### src/rtl/sram_lsu_ctrl.sv
// Single-outstanding load/store controller in front of a simple dual-port SRAM.
// Partial writes are done as a read-modify-write of the addressed word.
module sram_lsu_ctrl #(
  parameter int RD_LATENCY = 1
) (
  input  logic        clka,
  input  logic        rstb,
  input  logic        req_valid,
  output logic        req_ready,
  input  logic        req_we,
  input  logic [3:0]  req_be,
  input  logic [31:0] req_addr,
  input  logic [31:0] req_wdata,
  output logic        resp_valid,
  output logic [31:0] resp_rdata,
  output logic        sram_wea,
  output logic [31:0] sram_waddr,
  output logic [31:0] sram_dina,
  output logic [31:0] sram_addra,
  input  logic [31:0] sram_douta
);

  typedef enum logic [2:0] {IDLE, RD_WAIT, RMW_RD, RMW_WR, WR} state_t;

  localparam logic [1:0] LAT = 2'(RD_LATENCY);

  state_t      state_reg;
  logic [1:0]  lat_cnt_reg;
  logic [3:0]  be_reg;
  logic [31:0] wdata_reg;
  logic [31:0] merged;
  logic [31:0] word_addr;
  logic        accept;
  logic        unused_addr_bits;

  assign req_ready        = (state_reg == IDLE) && !rstb;
  assign accept           = req_valid && req_ready;
  assign word_addr        = {2'b00, req_addr[31:2]};
  assign unused_addr_bits = ^req_addr[1:0];

  // Byte merge of captured write data over the old word returned by the SRAM.
  genvar gi;
  generate
    for (gi = 0; gi < 4; gi++) begin : g_merge
      assign merged[8*gi +: 8] = be_reg[gi] ? wdata_reg[8*gi +: 8] : sram_douta[8*gi +: 8];
    end
  endgenerate

  always_ff @(posedge clka) begin
    if (rstb) begin
      state_reg   <= IDLE;
      lat_cnt_reg <= '0;
      be_reg      <= '0;
      wdata_reg   <= '0;
      resp_valid  <= 1'b0;
      resp_rdata  <= '0;
      sram_wea    <= 1'b0;
      sram_waddr  <= '0;
      sram_dina   <= '0;
      sram_addra  <= '0;
    end else begin
      resp_valid <= 1'b0;
      sram_wea   <= 1'b0;
      case (state_reg)
        IDLE: begin
          if (accept) begin
            be_reg      <= req_be;
            wdata_reg   <= req_wdata;
            lat_cnt_reg <= '0;
            if (!req_we) begin
              sram_addra <= word_addr;
              state_reg  <= RD_WAIT;
            end else if (req_be == 4'hF) begin
              sram_wea   <= 1'b1;
              sram_waddr <= word_addr;
              sram_dina  <= req_wdata;
              resp_valid <= 1'b1;
              resp_rdata <= '0;
              state_reg  <= WR;
            end else if (req_be == 4'h0) begin
              resp_valid <= 1'b1;
              resp_rdata <= '0;
              state_reg  <= WR;
            end else begin
              sram_addra <= word_addr;
              state_reg  <= RMW_RD;
            end
          end
        end
        RD_WAIT: begin
          if (lat_cnt_reg == LAT) begin
            resp_valid <= 1'b1;
            resp_rdata <= sram_douta;
            state_reg  <= IDLE;
          end else begin
            lat_cnt_reg <= lat_cnt_reg + 2'd1;
          end
        end
        RMW_RD: begin
          // sram_addra still holds the target word, reuse it as the write address.
          if (lat_cnt_reg == LAT) begin
            sram_wea   <= 1'b1;
            sram_waddr <= sram_addra;
            sram_dina  <= merged;
            resp_valid <= 1'b1;
            resp_rdata <= '0;
            state_reg  <= RMW_WR;
          end else begin
            lat_cnt_reg <= lat_cnt_reg + 2'd1;
          end
        end
        RMW_WR:  state_reg <= IDLE;
        WR:      state_reg <= IDLE;
        default: state_reg <= IDLE;
      endcase
    end
  end

endmodule

### config.mk
export PLATFORM = sky130hd
export DESIGN_NAME = sram_lsu_ctrl
export DESIGN_NICKNAME = d
export VERILOG_FILES = /design/src/rtl/sram_lsu_ctrl.sv
export SDC_FILE = /design/constraint.sdc
export NUM_CORES = 1
export LEC_CHECK = 0
export CAP_MARGIN = 20
export CORE_ASPECT_RATIO = 0.9
export CORE_UTILIZATION = 35
export CTS_CLUSTER_SIZE = 14
export DETAILED_ROUTE_END_ITERATION = 7
export HOLD_SLACK_MARGIN = 0.03
export PLACE_DENSITY = 0.69
export SYNTH_ARGS = -nofsm -noshare
export SYNTH_HDL_FRONTEND = slang
export SYNTH_SLANG_ARGS = --single-unit
### constraint.sdc
create_clock -name clka -period 2.2 [get_ports clka]
set_input_delay 0.33 -clock clka [delete_from_list [all_inputs] [get_ports clka]]
set_output_delay 0.33 -clock clka [all_outputs]
set_load 0.02 [all_outputs]
# ---- After elaboration in Yosys (flattened, before gate mapping)
# Index checks and enable logic that the tools add are counted.
dict set report op_classes {
  n_addsub 1
  eq_ne 13
  n_mux 44
  reduce_logical 15
}
# cell count
set op_table {}
lappend op_table {{32-bit two-way mux} 17}
lappend op_table {{32-bit case mux with 2 select lines} 2}
lappend op_table {{32-bit case mux with 3 select lines} 1}
lappend op_table {{8-bit two-way mux} 4}
lappend op_table {{3-bit two-way mux} 6}
lappend op_table {{2-bit != test (second input constant)} 7}
lappend op_table {{3-bit case mux with 3 select lines} 1}
lappend op_table {{1-bit two-way mux} 8}
lappend op_table {{3-bit AND reduction} 2}
lappend op_table {{6-bit AND reduction} 1}
lappend op_table {{5-bit AND reduction} 1}
lappend op_table {{4-bit equality test (second input constant)} 1}
lappend op_table {{4-bit zero test} 1}
lappend op_table {{2-bit two-way mux} 2}
lappend op_table {{1-bit case mux with 2 select lines} 2}
lappend op_table {{2-bit case mux with 2 select lines} 1}
lappend op_table {{4-bit AND reduction} 1}
lappend op_table {{2-bit nonzero test} 2}
lappend op_table {{3-bit by 1-bit equality test with 1-bit output (second input constant)} 1}
lappend op_table {{3-bit by 2-bit equality test with 1-bit output (second input constant)} 1}
lappend op_table {{3-bit zero test} 1}
lappend op_table {{3-bit by 1-bit != test with 1-bit output (second input constant)} 1}
lappend op_table {{3-bit nonzero test} 1}
lappend op_table {{2-bit by 1-bit adder with 2-bit output (second input constant)} 1}
lappend op_table {{6 further kinds} 7}
dict set report word_totals {
  regBits 171
  output_inout_bits 131
  word_cells 83
}

# ---- Depth between registers and ports, before layout
# Gate-level depths: netlist of run 1.
dict set report depth {
  ltp_word 6
  mapped_depth 8
  depth_no_buf 6
}

# ---- Worst setup path after synthesis of run 1
# No wires, ideal clock.
dict set report synth_path {
  path_kind {register to register}
  from {reg state_reg[2]}
  to {reg sram_waddr[27]}
  arrival_time_ps 1758
  slack_ps 361
  path_stages_with_launch 8
  path_buffers 3
  period_less_slack_ps 1839
  path_cell_list {dfxtp_1 buf_6 nor4_4 and4_1 buf_6 buf_8 nor3_1 a211oi_2}
}
dict set report synth_via {
  elab_chain_cells 5
  word_cells_on_any_way 11
}
# item line
set synth_rtl {}
lappend synth_rtl {{start, declared} 27} ;# state_t state_reg;
lappend synth_rtl {{start signal, assigned} 51} ;# state_reg <= IDLE;
lappend synth_rtl {{start signal, assigned} 72} ;# state_reg <= RD_WAIT;
lappend synth_rtl {{start signal, assigned} 79} ;# state_reg <= WR;
lappend synth_rtl {{3-bit zero test} 36} ;# assign req_ready = (state_reg == IDLE) && !rstb;
lappend synth_rtl {{1-bit logical AND} 36}
lappend synth_rtl {{named net req_ready} 9} ;# output logic req_ready,
lappend synth_rtl {{1-bit logical AND} 37} ;# assign accept = req_valid && req_ready;
lappend synth_rtl {{2-bit != test (no line)} -}
lappend synth_rtl {{5-bit AND reduction (no line)} -}
lappend synth_rtl {{end signal, assigned} 75} ;# sram_waddr <= word_addr;
lappend synth_rtl {{end signal, assigned} 103} ;# sram_waddr <= sram_addra;
lappend synth_rtl {{end, declared} 17} ;# output logic [31:0] sram_waddr,
# The timed path passes the listed nets, and every way through them passes these cells.
# A chain may end at the register's enable or synchronous reset.

# ---- Final worst setup path of run 1
dict set report layout_path {
  from {reg state_reg[2]}
  to {out req_ready}
}
dict set report layout_via {
  elab_chain_cells 2
}
# item line
set layout_rtl {}
lappend layout_rtl {{3-bit zero test} 36}
lappend layout_rtl {{1-bit logical AND} 36}
lappend layout_rtl {{end, declared} 9}
# No other way between the ends.

==> results of run 1 <==
## final timing paths
path                              startpoint             end  slack, ps  cells past startpoint
worst max-delay path            state_reg[2]       req_ready        210                      2
worst min-delay path                    rstb    state_reg[0]        200                      3
worst max register to register  state_reg[2]  sram_waddr[29]        300                      6
worst min register to register  wdata_reg[4]    wdata_reg[4]        450                      2
## routing by layer
metal | share of wire (%) | wire (um) | vias up
met5 | 0 | 0 | -
met4 | 1.1 | 247 | 0
met3 | 5.7 | 1300 | 15
met2 | 47 | 10700 | 179
met1 | 46 | 10600 | 3230
li1 | - | - | 3235
## power groups by stage
stage / clock, mW / sequential (mW) / combinational, mW
after CTS: 3.11 / 3.25 / 1.26
after detailed placement: 0 / 3.31 / 1.26
after global placement: 0 / 3.31 / 1.24
final: 3.05 / 3.24 / 1.25
after floorplan: 0 / 3.38 / 0.602
after global routing: 3.24 / 3.26 / 1.35
## worst reg2reg max path, stage by stage, from the launching register on
cell and delay (ps):
dfxtp_1 420, nor4_4 410, buf_4 200, and4_4 290, buf_12 180, nor3_1 60, a211oi_1 250
## cells by family (layout without fill, tap and decap cells)
family | Yosys count | after routing | synth area share [%]
AO/OA/AOI/OAI | 236 | 236 | 26.8
AND/OR/NAND/NOR | 219 | 219 | 13.3
flip-flops | 167 | 167 | 44.5
buffers and inverters | 91 | 294 | 6.66
multiplexers | 63 | 63 | 8.40
adder cells (fa/ha/maj) | 1 | 1 | 0.167
other | 1 | 4 | 0.0499
XOR/XNOR | 1 | 1 | 0.117
## layout make-up
class                   count  area (um^2)
fillers                  1964        10200
multi-input cells         524         3720
flip-flops and latches    167         3340
repair buffers            260         2660
clock buffers              22          464
well taps                 286          358
clock inverters             8          124
inverters                   4         15.0
## synth_stat cells (28+ instances only)
master	number	share of area, %
clkbuf_1	39	1.9
a22o_1	32	3.7
nand2_1	107	5.3
o221ai_2	32	6.4
dfxtp_1	167	45
nor3_1	30	2.0
o21ai_0	31	2.1
mux2i_1	63	8.4
buf_2	28	1.9
a21oi_1	66	4.4
nand3_1	63	4.2
a211oi_2	28	4.7
a21oi_2	32	3.7
## per-stage QoR
| stage | utilization (%) | TNS, ps | cell area, um^2 | setup slack (ps) | cells |
|---|---|---|---|---|---|
| after floorplan | - | 0 | 7520 | 361 | 782 |
| after global placement | 48.3 | 0 | 10100 | 48.8 | 1241 |
| after detailed placement | 48.3 | -85.9 | 10100 | -27.8 | 1241 |
| after CTS | 51.1 | 0 | 10700 | 184 | 1271 |
| after global routing | 51.1 | 0 | 10700 | 144 | 1271 |
| final | 51.1 | 0 | 10700 | 210 | 1271 |
## cell usage in the layout, fill, tap and decap left out, types with 5 or more instances in the layout
cell	instances
clkdlybuf4s50_1	226
dfxtp_1	167
nand2_1	105
a21oi_1	66
nand3_1	63
mux2i_1	63
a22o_1	32
o221ai_2	32
a21oi_2	32
o21ai_0	30
nor3_1	30
a211oi_2	28
buf_4	21
clkbuf_16	17
buf_12	11
nor2_1	5
## repair_timing
action / in CTS / in global routing
endpoints found under the hold margin: 0 / 0
setup endpoints to repair: 1 / 0
gates resized for setup: 1 / 0
==> reports/results.ini, run 1 <==
[global_route]
grt_pass1_vias=6443
grt_remaining_overflow=0
grt_first_pass_wirelength_mm=35.4
antenna_found_initial=0
met3_usage_pct=5.26
globalRoute.busiestLayer=met2
grt_util_met1_pct=27.3
grt_max_degree=77
met2_usage_pct=33.7
grt.total_usage_pct=20.7

[timing]
relSlewSlack_pct=29.8
setup_viol=0
rsz0062_at_grt=no
max_freq_ghz=0.503
final_hold_viol_count=0
clock_skew_ps=7.56
fin_hold_ws_ps=205
period_needed_ps=1990
layout_worst_path_cycle_share_pct=90.4
drv_slew=0
worst_pin_slew_ps=1050

[worst_setup_path]
path_buf_inv=1
crit_slowest_cell=dfxtp_1
cp_cell_sequence=nor4_4 > dlygate4sd2_1
end_kind=output port
arrival_ps=1660
start_kind=flip-flop
crit_fanout=9
critical-path-max-stage-delay_ps=420
crit_family=flip-flops
crit_required_ps=1870
crit_type=reg -> out

[drt]
wl_per_cell_um=17.9
postRouteAntennaNets=0
drt_iter0_markers=390
via_count=6659
viasPerCell=5.24
firstDrtPassIters=6
drc=0
wl_mm=22.8

[floorplanning]
floorplan.initialDensity_pct=35.9
std_cell_rows=50
dieArea_um2=22000
core_region_area_um2=20900
die_y_um=141
fp.dieW_um=156
ios=235

[clocking]
path_clk_slew_ps=60
cts_buffers=17
insertion_delay_ps=420
clockRootBuffer=clkbuf_16
postCtsSetupRepairBufs=0
cts_hold_buf=0
cts.sinks=167
cts.path.max_buffers=2
h-tree-depth=4
cts_tree=built

[outcome]
status=complete, no violations

[synthesis]
synthFlopType=dfxtp_1
syn_area_per_cell_um2=9.64
syn_inst=779
synth_edf_count=0
synthArstFlopShare_pct=0
netlist_area_um2=7510
ys_seq_area_share_pct=44.5
synthDistinctLibCells=44
yosysWarnings=0
ys_ff_latch=167

[power_and_ir_drop]
clkPwrFrac_pct=40.4
switching_power_mw=1.98
p_seq_share_pct=43.0
power.leakage_nw=3.42
power.internal_mw=5.57
vdd_drop_max_mv=0.380
p_total_mw=7.55
cellPowerDensity_nw_per_um2=707
swShare_pct=26.2
comb_power_share_pct=16.6

[layout]
nNetsFinal=1079
synthToLayoutAreaGrowth_pct=42.2
diodes=0
drive_above_1_share_pct=16.6

[placement]
dp_hpwl_mm=14.9
gp_routability_congestion=0.774
port_buffers=228

[worst_hold_path]
hp-class=in -> reg

[run]
drv_cap=0

No activity file was read; power rests on OpenSTA's default activity.
==> inputs of run 2 (changes only) <==
--- a/config.mk
+++ b/config.mk
@@ -12,6 +12,7 @@
 export DETAILED_ROUTE_END_ITERATION = 7
 export HOLD_SLACK_MARGIN = 0.03
 export PLACE_DENSITY = 0.69
+export SLEW_MARGIN = 10
 export SYNTH_ARGS = -nofsm -noshare
 export SYNTH_HDL_FRONTEND = slang
 export SYNTH_SLANG_ARGS = --single-unit
==> results of run 2 <==
No change in the layout: final DEF, timing and power equal those of run 1.
==> inputs of run 3 (changes only) <==
--- a/config.mk
+++ b/config.mk
@@ -7,6 +7,7 @@
 export LEC_CHECK = 0
 export CAP_MARGIN = 20
 export CORE_ASPECT_RATIO = 0.9
+export CORE_MARGIN = 2
 export CORE_UTILIZATION = 35
 export CTS_CLUSTER_SIZE = 14
 export DETAILED_ROUTE_END_ITERATION = 7
==> run 3 against run 2 <==
  * Sequential power barely moved
  * Via count rose by 0.36%
  * Maximum frequency fell by 1.8%
  * Worst hold slack improved by 9.7 ps
  * Cell count barely moved
  * First-iteration DRC count fell by 7.7%
  * Clock-buffer cell count rose by 1
  * Clock power rose by 8.2%
  * Utilization rose by 0.31 points
  * Die area rose by 2.7%
  * Register-to-register slack improved by 60 ps
  * Highest routed layer unchanged
==> reports/results.ini, run 3 (synthesis gave the netlist of run 1 again) <==
[timing]
rsz0062_at_grt=no
drv_slew=0
worst_pin_slew_ps=698
final_hold_viol_count=0
final.setup.tns_ps=0
period_needed_ps=2030
setup_viol=0
clock_skew_ps=12.4
layout_worst_path_cycle_share_pct=92.1
setup_slack_ps=173
max_freq_ghz=0.493
relSlewSlack_pct=53.4

[layout]
post-route-util_pct=51.4
layout_commonest_cell=clkdlybuf4s50_1
drive_above_1_share_pct=16.7
nNetsFinal=1076
diodes=0
synthToLayoutAreaGrowth_pct=43.5
most-common-layout-cells=226 x clkdlybuf4s50_1, 167 x dfxtp_1, 105 x nand2_1, 66 x a21oi_1

[floorplanning]
core_region_area_um2=21000
fp.dieW_um=158
ios=235
die_y_um=143
dieArea_um2=22600
std_cell_rows=50
floorplan.initialDensity_pct=35.8

[worst_setup_path]
start_kind=flip-flop
critical-path-max-stage-delay_ps=420
r2r_start=state_reg[2]
path_buf_inv=2
arrival_ps=1700
reg2reg_depth=6
crit_required_ps=1870
crit_type=reg -> out
crit_family=buffers and inverters
cp-startpoint=state_reg[2]
crit_fanout=9
crit_slowest_cell=dfxtp_1
end_kind=output port
cp_cell_sequence=nor4_4 > buf_4 > dlygate4sd2_1
critical_path_cell_count=3

[clocking]
clockRootBuffer=clkbuf_16
cts.sinks=167
cts_resized=1
insertion_delay_ps=430
cts_tree=built
cts_hold_buf=0
path_clk_slew_ps=60
cts.path.max_buffers=2
h-tree-depth=4
postCtsSetupRepairBufs=0
cts_buffers=17

[drt]
firstDrtPassIters=5
wl_mm=23.2
via_count=6683
viasPerCell=5.26
dr_wl_met2_mm=10.8
postRouteAntennaNets=0
drt_iter0_markers=360
wl_met1_mm=10.6
wl_per_cell_um=18.2
drc=0
wl_met3_mm=1.38
top_layer_used=met4

[worst_hold_path]
min_from=rstb
hold_path_depth=3
hp-class=in -> reg

[global_route]
grt_max_degree=86
grt.total_usage_pct=20.2
grt_first_pass_wirelength_mm=35.4
grt_pass1_vias=6387
antenna_found_initial=0
grt_remaining_overflow=0

[placement]
dp_slack_ps=12.4
port_buffers=228
gp_routability_congestion=0.765
dp_hpwl_mm=15.3

[power_and_ir_drop]
vdd_drop_max_mv=0.447
power.leakage_nw=3.46
cellPowerDensity_nw_per_um2=725

[outcome]
status=complete, no violations

[run]
drv_cap=0

## run 3: cell count changes in the layout (fill, tap and decap cells not counted), sizes merged
cell	before	now
bufinv	3	4
clkinvlp	2	0
clkbuf	22	23
buf	33	30
inv	4	6
## run 3: through the flow
step	cells	hold slack, ps	area (um^2)	total power [mW]
after detailed placement	1237	448	10100	4.58
after global placement	1237	441	10100	4.57
after global routing	1270	200	10800	8.15
final	1270	214	10800	7.82
after CTS	1269	194	10800	7.90
after floorplan	782	436	7520	3.98
## run 3: path summary, 6_finish.rpt
path | to | slack (ps)
worst min register to register | wdata_reg[28] | 460
worst min-delay path | state_reg[0] | 210
worst max-delay path | req_ready | 170
worst max register to register | resp_rdata[8] | 360
## run 3: area by class of cell
| class | instances | area, um^2 |
|---|---|---|
| flip-flops and latches | 167 | 3340 |
| multi-input cells | 524 | 3720 |
| repair buffers | 257 | 2700 |
| fillers | 1924 | 10200 |
| clock inverters | 9 | 163 |
| well taps | 286 | 358 |
| clock buffers | 23 | 488 |
| inverters | 4 | 15.0 |
## run 3: metal layers
layer	up-vias	GRT usage, %
met3	24	6.43
li1	3221	-
met5	-	0
met2	196	31.7
met1	3242	26.7
met4	0	5.31
## run 3: power breakdown
group	internal (mW)	switching [mW]
logic	0.594	0.673
clock network	2.04	1.26
registers	3.15	0.0964
total	5.79	2.03
## run 3: worst register-to-register path: cells and delay by family, from the launching register on
kind                   cells  cell delay [ps]
AOI/OAI and AO/OA          3              660
and+or+nand+nor            1              300
buffers and inverters      2              360
DFF                        1              420
